<file path="config.mk">
export PLATFORM = sky130hd
export DESIGN_NAME = button_pulser
export DESIGN_NICKNAME = d
export VERILOG_FILES = /design/src/rtl/button_pulser_pkg.sv /design/src/rtl/btn_channel.sv /design/src/rtl/button_pulser.sv
export SDC_FILE = /design/constraint.sdc
export NUM_CORES = 1
export LEC_CHECK = 0
export BUFFER_PORTS_ARGS = -buffer_cell sky130_fd_sc_hd__buf_4
export CAP_MARGIN = 20
export CORE_ASPECT_RATIO = 0.5
export CORE_MARGIN = 1.5
export CORE_UTILIZATION = 40
export DETAILED_ROUTE_END_ITERATION = 10
export HOLD_SLACK_MARGIN = 0.1
export PLACE_DENSITY_LB_ADDON = 0.1
export SYNTH_ARGS = -nofsm -noshare
export SYNTH_HDL_FRONTEND = slang
export SYNTH_SLANG_ARGS = --single-unit
</file>
<file path="constraint.sdc">
create_clock -name clk -period 2.3 [get_ports clk]
set_input_delay 0.115 -clock clk [delete_from_list [all_inputs] [get_ports clk]]
set_output_delay 0.115 -clock clk [all_outputs]
set_load 0.02 [all_outputs]
</file>
<file path="src/rtl/button_pulser_pkg.sv">
// Shared definitions for the button pulser: the per-channel debounce state
// encoding, the default timing constants and a counter-width helper.
package button_pulser_pkg;

    // Channel state, 2-bit binary encoding.
    typedef enum logic [1:0] {
        RELEASED   = 2'b00,
        PRESS_DB   = 2'b01,
        PRESSED    = 2'b10,
        RELEASE_DB = 2'b11
    } btn_state_e;

    // Defaults sized for a 50 MHz clock.
    localparam int unsigned DB_CYCLES_DEF  = 500000;    // 10 ms debounce
    localparam int unsigned REP_DELAY_DEF  = 25000000;  // 500 ms to first repeat
    localparam int unsigned REP_PERIOD_DEF = 5000000;   // 100 ms between repeats

    // Bits needed to hold every value from 0 up to max_val inclusive.
    function automatic int cnt_w(input int unsigned max_val);
        return (max_val == 0) ? 1 : $clog2(max_val + 1);
    endfunction

endpackage

</file>
<file path="src/rtl/btn_channel.sv">
// One pushbutton channel: 2-flop synchronizer, debounce FSM and auto-repeat.
// Ports:
//   clk_i   - system clock, rising edge
//   rst_ni  - synchronous active-low reset
//   btn_ni  - raw asynchronous button, 0 = pressed
//   pulse_o - registered one-cycle pulse request (initial press or repeat)
module btn_channel
    import button_pulser_pkg::*;
#(
    parameter int unsigned DB_CYCLES  = DB_CYCLES_DEF,
    parameter int unsigned REP_DELAY  = REP_DELAY_DEF,
    parameter int unsigned REP_PERIOD = REP_PERIOD_DEF
) (
    input  logic clk_i,
    input  logic rst_ni,
    input  logic btn_ni,
    output logic pulse_o
);

    localparam int          DB_W    = cnt_w(DB_CYCLES);
    localparam int unsigned REP_MAX = (REP_DELAY > REP_PERIOD) ? REP_DELAY : REP_PERIOD;
    localparam int          REP_W   = cnt_w(REP_MAX);
    localparam bit          REP_EN  = (REP_DELAY != 0);

    // Counters hold "samples seen so far"; the transition fires on the sample
    // that brings the total up to the limit, so they top out at limit-1.
    localparam logic [DB_W-1:0]  DB_ONE          = DB_W'(1);
    localparam logic [DB_W-1:0]  DB_LAST         = DB_W'((DB_CYCLES == 0) ? 0 : DB_CYCLES - 1);
    localparam logic [REP_W-1:0] REP_ONE         = REP_W'(1);
    localparam logic [REP_W-1:0] REP_DELAY_LAST  = REP_W'((REP_DELAY == 0) ? 0 : REP_DELAY - 1);
    localparam logic [REP_W-1:0] REP_PERIOD_LAST = REP_W'((REP_PERIOD == 0) ? 0 : REP_PERIOD - 1);

    logic [1:0]       sync_q;       // [0] first stage, [1] synchronized level
    btn_state_e       state_q;
    logic [DB_W-1:0]  db_cnt_q;
    logic [REP_W-1:0] rep_cnt_q;
    logic             rep_phase_q;  // 0: waiting REP_DELAY, 1: repeating every REP_PERIOD
    logic             pulse_q;

    logic             pressed;
    logic [REP_W-1:0] rep_last;

    assign pressed  = ~sync_q[1];
    assign rep_last = rep_phase_q ? REP_PERIOD_LAST : REP_DELAY_LAST;
    assign pulse_o  = pulse_q;

    // NOTE: every register here uses <= so all of them update from the values
    // they held before the edge; blocking writes would let later statements
    // see half-updated state and the synchronizer would collapse to one flop.
    always_ff @(posedge clk_i) begin
        if (!rst_ni) begin
            sync_q      <= 2'b11;
            state_q     <= RELEASED;
            db_cnt_q    <= '0;
            rep_cnt_q   <= '0;
            rep_phase_q <= 1'b0;
            pulse_q     <= 1'b0;
        end else begin
            sync_q  <= {sync_q[0], btn_ni};
            pulse_q <= 1'b0;
            case (state_q)
                RELEASED: begin
                    if (pressed) begin
                        state_q  <= PRESS_DB;
                        db_cnt_q <= DB_ONE;
                    end
                end
                PRESS_DB: begin
                    if (!pressed) begin
                        state_q  <= RELEASED;
                        db_cnt_q <= '0;
                    end else if (db_cnt_q >= DB_LAST) begin
                        state_q     <= PRESSED;
                        db_cnt_q    <= '0;
                        rep_cnt_q   <= '0;
                        rep_phase_q <= 1'b0;
                        pulse_q     <= 1'b1;
                    end else begin
                        db_cnt_q <= db_cnt_q + DB_ONE;
                    end
                end
                PRESSED: begin
                    if (!pressed) begin
                        state_q     <= RELEASE_DB;
                        db_cnt_q    <= DB_ONE;
                        rep_cnt_q   <= '0;
                        rep_phase_q <= 1'b0;
                    end else if (REP_EN) begin
                        if (rep_cnt_q >= rep_last) begin
                            rep_cnt_q   <= '0;
                            rep_phase_q <= 1'b1;
                            pulse_q     <= 1'b1;
                        end else begin
                            rep_cnt_q <= rep_cnt_q + REP_ONE;
                        end
                    end
                end
                RELEASE_DB: begin
                    if (pressed) begin
                        // Bounce back to held: no new pulse, repeat timing restarts.
                        state_q     <= PRESSED;
                        db_cnt_q    <= '0;
                        rep_cnt_q   <= '0;
                        rep_phase_q <= 1'b0;
                    end else if (db_cnt_q >= DB_LAST) begin
                        state_q  <= RELEASED;
                        db_cnt_q <= '0;
                    end else begin
                        db_cnt_q <= db_cnt_q + DB_ONE;
                    end
                end
                default: state_q <= RELEASED;
            endcase
        end
    end

endmodule

</file>
<file path="src/rtl/button_pulser.sv">
// Two debounced pushbuttons turned into increment/decrement requests for the
// 2-bit 7-seg counter FSM. Simultaneous requests cancel each other.
// Ports:
//   clk      - system clock, rising edge
//   rst      - synchronous active-low reset
//   btn_up_n - raw up button, 0 = pressed
//   btn_dn_n - raw down button, 0 = pressed
//   inc      - registered one-cycle increment request
//   dec      - registered one-cycle decrement request
module button_pulser
    import button_pulser_pkg::*;
#(
    parameter int unsigned DB_CYCLES  = DB_CYCLES_DEF,
    parameter int unsigned REP_DELAY  = REP_DELAY_DEF,
    parameter int unsigned REP_PERIOD = REP_PERIOD_DEF
) (
    input  logic clk,
    input  logic rst,
    input  logic btn_up_n,
    input  logic btn_dn_n,
    output logic inc,
    output logic dec
);

    logic up_pulse;
    logic dn_pulse;
    logic inc_d, inc_q;
    logic dec_d, dec_q;

    btn_channel #(
        .DB_CYCLES (DB_CYCLES),
        .REP_DELAY (REP_DELAY),
        .REP_PERIOD(REP_PERIOD)
    ) u_up (
        .clk_i  (clk),
        .rst_ni (rst),
        .btn_ni (btn_up_n),
        .pulse_o(up_pulse)
    );

    btn_channel #(
        .DB_CYCLES (DB_CYCLES),
        .REP_DELAY (REP_DELAY),
        .REP_PERIOD(REP_PERIOD)
    ) u_dn (
        .clk_i  (clk),
        .rst_ni (rst),
        .btn_ni (btn_dn_n),
        .pulse_o(dn_pulse)
    );

    // A coincident up/down request is ambiguous, so it is dropped entirely.
    // NOTE: defaults first so every path assigns both outputs and no latch
    // is inferred.
    always_comb begin
        inc_d = 1'b0;
        dec_d = 1'b0;
        if (up_pulse && !dn_pulse) inc_d = 1'b1;
        if (dn_pulse && !up_pulse) dec_d = 1'b1;
    end

    always_ff @(posedge clk) begin
        if (!rst) begin
            inc_q <= 1'b0;
            dec_q <= 1'b0;
        end else begin
            inc_q <= inc_d;
            dec_q <= dec_d;
        end
    end

    assign inc = inc_q;
    assign dec = dec_q;

endmodule

</file>
==> flow_summary.ini, run 1 <==
[run_status]
outcome = finished clean

[logic_synthesis]
synth_mux_area_frac = 0.01383
synth_area_per_cell_um2 = 8.150
yosys_warnings = 0
yosys-top-cells-area = dfxtp_1 34%, ha_1 6.2%, a21oi_1 5.2%, nand2_1 4.2%, nand3_1 4.1%
synth_most_common_cell = dfxtp_1
synth-edff-count = 0
synthArstFlopShare = 0
yosys.area_share.simple = 0.2912
synthesis.area_mm2 = 0.006063
synth_compound_area_frac = 0.2435
synth_cells = 744
synth_area_leader_cell = dfxtp_1
synth.distinct_cells = 66
syn_nets = 778
yosys_register_bits = 102
ys_seq_area_frac = 0.3368
synth_top_family_by_area = simple AND/OR/NAND/NOR gates
ys_top_cells_by_count = 102 x dfxtp_1, 68 x nand2_1, 63 x a21oi_1, 50 x nand3_1, 37 x nor2_1
synthFlopType = dfxtp_1
netlist.area_leader.share = 0.3368
synth_fa_ha_area_frac = 0.06191
synth_xor_area_frac = 0.01011

[power_and_ir_drop]
power_switching_share = 0.2688
power.switching_w = 0.001050
p_int_w = 0.002855
ir_drop_mv = 0.3530
p_leak_nw = 2.653
powerDensity_mw_per_mm2 = 521.7
p_seq_frac = 0.459
combPwrFrac = 0.143
power.clock.fraction = 0.399

[sta]
finalClockSkew_ps = 11.15
tns_ps = 0
max_slew_margin = 0.6308
hold-worst-slack_ps = 137.5
setup_viol = 0
hold_viol = 0
layout_setup_ws_ps = 42.94
fmax_ghz = 0.4431
drv_slew = 0
fin_crit_ps = 2257
worst_slew_pin_slew_ps = 539.8
rsz0062_at_grt = true
period_share = 0.9813

[critical_path]
start_kind = flop
critPathKind = reg -> reg
crit_arrival_ps = 2550
cp_max_fo = 28
cp.required_ps = 2590
r2r_start = u_dn.db_cnt_q[6]$_SDFFE_PN0P_
cp-startpoint = u_dn.db_cnt_q[6]$_SDFFE_PN0P_
end_kind = flop

[floorplanning]
core_area_mm2 = 0.01462
pin_count = 6
die_w_um = 177.1
start_util = 0.4146
die-height_um = 90.06
dieArea_mm2 = 0.01595
rows = 31

[drt]
drtIter0Drc = 285
wl_met3_um = 497
top_layer_used = met4
num_vias = 5964
wire_per_inst_um = 15.99
met2_wirelength_um = 7235
wl_um = 16190
detail-route-antenna-nets = 0
wl_met1_um = 8282
dr.pass1.iters = 4
viasPerCell = 5.887
drc = 0

[global_routing]
first_global_vias = 5618
grt-ovfl-total = 0
grt_pass1_wl_um = 27300
antenna_found_initial = 0
groute.usage.overall = 0.2063
grt_max_degree = 51

[flow_run]
drv_cap = 0

[clock_tree]
path_clk_slew_ps = 70
cts.sinks = 102
cts_root_buffer = clkbuf_16
cts_tree = done
worstSkewPairLatency_ps = 350
cts_max_level = 3
numCtsBuffers = 9
cts_buffer_depth = 2

[min_path]
hp-start = rst
hold_path_class = in -> reg

[place]
place_congestion = 0.8285
place_hpwl_um = 11190
postPlaceCellArea_mm2 = 0.006937
port_buffers = 5
pre_cts_ws_ps = -81.40

[finish]
drive_gt1_frac = 0.2172
final_net_count = 845
design_area_mm2 = 0.007485
antenna_cells = 0
num-fill-cells = 1407
syn_to_final_growth_pct = 23.44
[final cells by class]
| class | count | area [um^2] | share of cell area |
|---|---|---|---|
| clock buffer | 11 | 242.7 | 0.03243 |
| clock inverter | 4 | 47.55 | 0.006352 |
| inverter | 17 | 63.81 | 0.008526 |
| multi-input combinational | 579 | 3974 | 0.5309 |
| sequential | 102 | 2052 | 0.2742 |
| tap | 198 | 247.7 | 0.03310 |
| timing repair buffer | 102 | 857.1 | 0.1145 |
[cells in the final DEF, fill, tap and decap left out, types with 16 or more instances in the layout]
cell     Yosys  routed
a21oi_1     63      54
and3_1      16      16
buf_4        0      91
dfxtp_1    102      96
ha_1        30      28
inv_1       17      17
nand2_1     68      67
nand3_1     50      48
nand4_1     21      21
nor2_1      37      35
o21ai_0     29      27
o31ai_1     19      19
or3_1       20      19
or4_1       28      22
[power groups by stage]
stage | combinational (W) | clock (W) | sequential, W
floorplan | 0.000321 | 0 | 0.00184
global placement | 0.000539 | 0 | 0.00183
detailed placement | 0.000542 | 0 | 0.00183
CTS | 0.000549 | 0.00160 | 0.00179
global route | 0.000612 | 0.00167 | 0.00179
finish | 0.000557 | 0.00156 | 0.00179
[final timing paths]
kind | slack, ps | to | cells after the start
min | 140 | u_up.db_cnt_q[8]$_SDFFE_PN0P_ | 2
max | 40 | u_dn.rep_cnt_q[3]$_SDFFE_PN0P_ | 7
min reg2reg | 410 | u_up.sync_q[1]$_SDFF_PN1_ | 1
max reg2reg | 40 | u_dn.rep_cnt_q[3]$_SDFFE_PN0P_ | 7
[flip-flops by register name, indices dropped and copies added, names as in the netlist, 2 cells and up, named ones only]
signal,cells
u_dn.db_cnt_q,19
u_dn.sync_q,2
u_up.db_cnt_q,19
u_dn.rep_cnt_q,25
u_up.sync_q,2
u_up.rep_cnt_q,25
[cells by family (layout without fill, tap and decap cells)]
logic type | count (synthesis) | in the layout
AOI/OAI and AO/OA | 216 | 216
muxes | 8 | 8
DFF | 102 | 102
and+or+nand+nor | 318 | 318
xor gates and xnor gates | 7 | 7
buffers and inverters | 63 | 134
adders and majority gates | 30 | 30
[repair_timing]
action                                 CTS  global route
hold buffers                             2             0
endpoints found under the hold margin    2             0
pin swaps                                3            19
gates resized for setup                  6            48
setup endpoints to repair               20            64
buffers inserted                         1             1
[layer usage]
metal,vias to the layer above,track usage
met4,0,0.04449
met2,72,0.3281
met3,19,0.04442
met1,2878,0.2850
li1,2995,-
met5,-,0
[metrics by stage]
| stage | instances | utilization | total power [W] |
|---|---|---|---|
| after floorplan | 744 | - | 0.002157 |
| after global placement | 994 | 0.4744 | 0.002371 |
| after detailed placement | 994 | 0.4744 | 0.002374 |
| after CTS | 1012 | 0.4971 | 0.003938 |
| after global routing | 1013 | 0.5119 | 0.004078 |
| final | 1013 | 0.5119 | 0.003905 |
[worst max-delay path, cell delays in order, from the launching register on]
cell and delay (ps):
dfxtp_2 340, or4_4 540, nor4_4 210, a2111oi_4 100, a2bb2oi_2 180, buf_12 180
or4_1 530, a21oi_2 140
(Power assumes the default switching activity.)
==> inputs of run 2 (changes only) <==
--- a/config.mk
+++ b/config.mk
@@ -9,10 +9,11 @@
 export CAP_MARGIN = 20
 export CORE_ASPECT_RATIO = 0.5
 export CORE_MARGIN = 1.5
-export CORE_UTILIZATION = 40
+export CORE_UTILIZATION = 30
 export DETAILED_ROUTE_END_ITERATION = 10
 export HOLD_SLACK_MARGIN = 0.1
 export PLACE_DENSITY_LB_ADDON = 0.1
+export REMOVE_ABC_BUFFERS = 1
 export SYNTH_ARGS = -nofsm -noshare
 export SYNTH_HDL_FRONTEND = slang
 export SYNTH_SLANG_ARGS = --single-unit
==> flow_summary.ini, run 2 (synthesis results as in run 1) <==
[finish]
final_cell_mix = 102 x buf_4, 95 x dfxtp_1, 68 x nand2_1
drive_gt1_frac = 0.2112
antenna_cells = 0
reg_top3 = u_dn.rep_cnt_q x25, u_up.rep_cnt_q x25
final_cells = 1090
final_core_util = 0.3825
syn_to_final_growth_pct = 23.90
final_net_count = 854
layout_commonest_cell = buf_4

[critical_path]
start_kind = flop
end_kind = flop
timing.rr.end = u_dn.rep_cnt_q[21]$_SDFFE_PN0P_
reg2reg_depth = 7
cp.required_ps = 2580
cp_max_fo = 18
critPathKind = reg -> reg
reg2reg_slack_ps = 30
crit_arrival_ps = 2550
r2r_start = u_dn.db_cnt_q[6]$_SDFFE_PN0P_

[sta]
fin_crit_ps = 2267
hold_viol = 0
max_slew_margin = 0.6156
fmax_ghz = 0.4410
rsz0062_at_grt = true
setup_viol = 0
finalClockSkew_ps = 9.813
period_share = 0.9858
worst_slew_pin_slew_ps = 562.0
drv_slew = 0

[floorplanning]
rows = 36
start_util = 0.3087
die-height_um = 103.5
core_area_mm2 = 0.01964
dieArea_mm2 = 0.02112
die_w_um = 204.1
pin_count = 6

[drt]
drtIter0Drc = 305
viasPerCell = 5.394
drc = 0
dr.pass1.iters = 4
wl_um = 16690
num_vias = 5880
wire_per_inst_um = 15.31
detail-route-antenna-nets = 0

[clock_tree]
cts_tree = done
cts_root_buffer = clkbuf_16
path_clk_slew_ps = 70
cts.sinks = 102
cts_buffer_depth = 2
cts_max_level = 3
numCtsBuffers = 9
worstSkewPairLatency_ps = 350

[min_path]
whs_path_depth = 3
hold_path_class = in -> reg
hp-start = rst
min_to = u_up.sync_q[1]$_SDFF_PN1_

[global_routing]
first_global_vias = 5580
antenna_found_initial = 0
grt-ovfl-total = 0
grt_max_degree = 60
groute.usage.overall = 0.1614
grt_pass1_wl_um = 28140

[place]
place_congestion = 0.8063
place_hpwl_um = 11590
port_buffers = 5
placedCellCount = 1066

[power_and_ir_drop]
ir_drop_mv = 0.3574
powerDensity_mw_per_mm2 = 508.1
p_leak_nw = 2.659

[run_status]
outcome = finished clean

[flow_run]
drv_cap = 0
==> run 2: changes by cell type in the layout (fill, tap and decap cells not counted), moves of 2 or more <==
cell	delta
or4_1	+5
a21oi_2	-6
clkinvlp_4	+2
or4_4	-5
dfxtp_2	+2
buf_4	+11
a21oi_1	+6
==> run 2: what timing repair did <==
item,CTS,global route
resized for setup,5,31
hold endpoints to repair,2,0
setup buffers,2,5
pin swaps,7,8
setup endpoints to repair,35,57
hold buffers,2,0
==> run 2: metal layers <==
metal  part of all wire  routed length (um)  GRT usage
met1               0.53                8792     0.2298
met2               0.44                7390     0.2527
met3              0.025                 411    0.03524
met4             0.0058                  97    0.02521
met5                  0                   0          0
==> run 2: cell type report <==
cell class	count	area, um^2
well taps	266	332.8
flip-flops and latches	102	2051
repair buffers	111	908.4
inverters	17	63.81
clock buffers	10	239.0
multi-input cells	579	3881
fillers	2045	12130
clock inverters	5	36.28
==> run 2: power by group <==
group	switching [W]	total, W	internal, W
clock network	0.000710	0.00147	0.000759
registers	0.0000109	0.00179	0.00178
logic	0.000347	0.000556	0.000209
==> run 2: stage by stage <==
step	setup WS, ps	area, um^2	TNS [ps]	hold WS [ps]	total power (W)
2_1_floorplan	-237.8	5868	-5417	188.0	0.002105
3_3_place_gp	-72.05	7029	-851.9	300.9	0.002381
3_5_place_dp	-99.80	7029	-1281	303.1	0.002379
4_1_cts	10.81	7353	0	202.0	0.003890
5_1_grt	-95.73	7512	-1109	217.7	0.003995
6_report	32.62	7512	0	218.5	0.003817
==> run 2: worst max path at each step <==
stage	startpoint	end	slack (ps)	depth (start not counted)
after floorplan	u_up.db_cnt_q[0]$_SDFFE_PN0P_	u_up.rep_cnt_q[11]$_SDFFE_PN0P_	-240	7
after global placement	u_dn.db_cnt_q[0]$_SDFFE_PN0P_	u_dn.db_cnt_q[9]$_SDFFE_PN0P_	-70	8
after detailed placement	u_dn.db_cnt_q[6]$_SDFFE_PN0P_	u_dn.rep_cnt_q[21]$_SDFFE_PN0P_	-100	7
after CTS	flop	u_dn.rep_cnt_q[18]$_SDFFE_PN0P_	10	9
after global routing	u_dn.db_cnt_q[6]$_SDFFE_PN0P_	u_dn.rep_cnt_q[4]$_SDFFE_PN0P_	-100	8
final	u_dn.db_cnt_q[6]$_SDFFE_PN0P_	u_dn.rep_cnt_q[21]$_SDFFE_PN0P_	30	7
==> run 2: critical path, cell delays in order, from the launching register on <==
cell and delay, ps:
dfxtp_2 340, or4_4 540, nor4_4 200, a2111oi_4 90, a2bb2oi_2 200, buf_12 180, or4_1 490, a21oi_1 160
==> inputs of run 3 (changes only) <==
--- a/config.mk
+++ b/config.mk
@@ -8,7 +8,7 @@
 export BUFFER_PORTS_ARGS = -buffer_cell sky130_fd_sc_hd__buf_4
 export CAP_MARGIN = 20
 export CORE_ASPECT_RATIO = 0.5
-export CORE_MARGIN = 1.5
+export CORE_MARGIN = 2
 export CORE_UTILIZATION = 30
 export DETAILED_ROUTE_END_ITERATION = 10
 export HOLD_SLACK_MARGIN = 0.1
==> flow_summary.ini, run 3 (synthesis results as in run 1) <==
[min_path]
hold_path_class = reg -> reg

[sta]
setup_viol = 14
drv_slew = 0
finalClockSkew_ps = 9.615
max_slew_margin = 0.6497
fin_crit_ps = 2348
hold_viol = 0
tns_ps = -420.8
rsz0062_at_grt = true
period_share = 1.021
fmax_ghz = 0.4259
worst_slew_pin_slew_ps = 512.2
layout_setup_ws_ps = -48.20

[clock_tree]
numCtsBuffers = 9
path_clk_slew_ps = 80
cts_max_level = 3
cts.sinks = 102
cts_root_buffer = clkbuf_16
cts_buffer_depth = 2
cts_tree = done
worstSkewPairLatency_ps = 350

[global_routing]
first_global_vias = 5483
grt_max_degree = 31
groute.usage.overall = 0.1598
grt-ovfl-total = 0
antenna_found_initial = 0
grt_pass1_wl_um = 28020

[finish]
antenna_cells = 0
multiInputGateArea_mm2 = 0.004024
final_net_count = 862
num-fill-cells = 2034
drive_gt1_frac = 0.2437
seqCellArea_mm2 = 0.002051
syn_to_final_growth_pct = 28.83
layout_commonest_cell = buf_4
reg_top3 = u_dn.rep_cnt_q x25, u_up.rep_cnt_q x25
final_cells = 1099
final_cell_mix = 102 x buf_4, 97 x dfxtp_1, 68 x nand2_1

[run_status]
outcome = finished with violations
violations = negative setup slack

[drt]
drtIter0Drc = 324
drc = 0
wl_um = 17290
dr.pass1.iters = 5
num_vias = 6006
detail-route-antenna-nets = 0
wire_per_inst_um = 15.73
viasPerCell = 5.465

[critical_path]
critPathKind = reg -> reg
start_kind = flop
critPathBufInv = 2
cp.required_ps = 2590
end_kind = flop
cp_common_cell = or4_4
slowest_delay_ps = 510
cp_max_fo = 7
crit_arrival_ps = 2640
slowest_stage = or4_4
crit_chain = buf_6, or4_4, nor4_4, a2111oi_4, a2bb2oi_4, clkbuf_16, or4_4, a21oi_2
critPathTopFamily = simple AND/OR/NAND/NOR gates

[place]
pre_cts_ws_ps = -111.6
port_buffers = 5
place_congestion = 0.7626
place_hpwl_um = 11570
placedCellCount = 1069

[floorplanning]
core_area_mm2 = 0.01964
start_util = 0.3087
dieArea_mm2 = 0.02143
rows = 36
die-height_um = 104.5
die_w_um = 205.1
pin_count = 6

[power_and_ir_drop]
power_w = 0.004157
powerDensity_mw_per_mm2 = 532.2
ir_drop_mv = 0.3052
p_leak_nw = 2.765

[flow_run]
drv_cap = 0
==> run 3: changes by cell type in the layout (fill, tap and decap cells not counted), moves of 3 or more <==
cell,change
a21oi_1,-11
buf_6,+5
dfxtp_2,-3
a21oi_2,+11
or4_1,-10
or4_4,+10
o21ai_0,-4
clkbuf_16,+3
==> run 3: power breakdown <==
part / internal, W / switching [W] / leakage [nW]
logic: 0.000268 / 0.000390 / 1.78
registers: 0.00178 / 0.0000135 / 0.826
clock network: 0.000960 / 0.000746 / 0.156
==> run 3: layout make-up <==
class,instances,share of cell area
multi-input cells,579,0.5151
repair buffers,119,0.1305
clock inverters,7,0.01217
inverters,17,0.008169
well taps,266,0.04261
flip-flops and latches,102,0.2625
clock buffers,9,0.02883
==> run 3: worst paths after layout <==
kind	from	endpoint	slack, ps	depth (start not counted)
worst max-delay path	u_dn.db_cnt_q[10]$_SDFFE_PN0P_	u_dn.rep_cnt_q[17]$_SDFFE_PN0P_	-50	8
worst max register to register	u_dn.db_cnt_q[10]$_SDFFE_PN0P_	u_dn.rep_cnt_q[17]$_SDFFE_PN0P_	-50	8
worst min-delay path	u_up.sync_q[0]$_SDFF_PN1_	u_up.sync_q[1]$_SDFF_PN1_	410	1
worst min register to register	u_up.sync_q[0]$_SDFF_PN1_	u_up.sync_q[1]$_SDFF_PN1_	410	1
==> run 3: worst register-to-register path: stages (launching register included) <==
cell and delay [ps]:
dfxtp_2 330, buf_6 110, or4_4 420, nor4_4 270
a2111oi_4 100, a2bb2oi_4 230, clkbuf_16 200, or4_4 510
a21oi_2 120
==> run 3: timing repair <==
action	4_1_cts	5_1_grt
buffers inserted	3	3
cloned	0	4
hold buffers	4	0
gates resized for setup	6	68
endpoints found under the hold margin	5	0
pin swaps	17	31
setup endpoints to repair	43	59
==> run 3: per-stage QoR <==
| stage | util | hold slack (ps) | instance area [um^2] |
|---|---|---|---|
| after floorplan | - | 188.0 | 5868 |
| after global placement | 0.3572 | 301.9 | 7014 |
| after detailed placement | 0.3572 | 304.6 | 7014 |
| after CTS | 0.3775 | 411.8 | 7415 |
| after global routing | 0.3977 | 432.2 | 7811 |
| final | 0.3977 | 409.3 | 7811 |
==> run 3: per-layer routing <==
metal,track usage,up-vias,wire length (um)
met5,0,-,0
met4,0.02518,0,71
met3,0.03383,5,420
met2,0.2432,70,7631
met1,0.2334,2884,9167
li1,-,3047,-
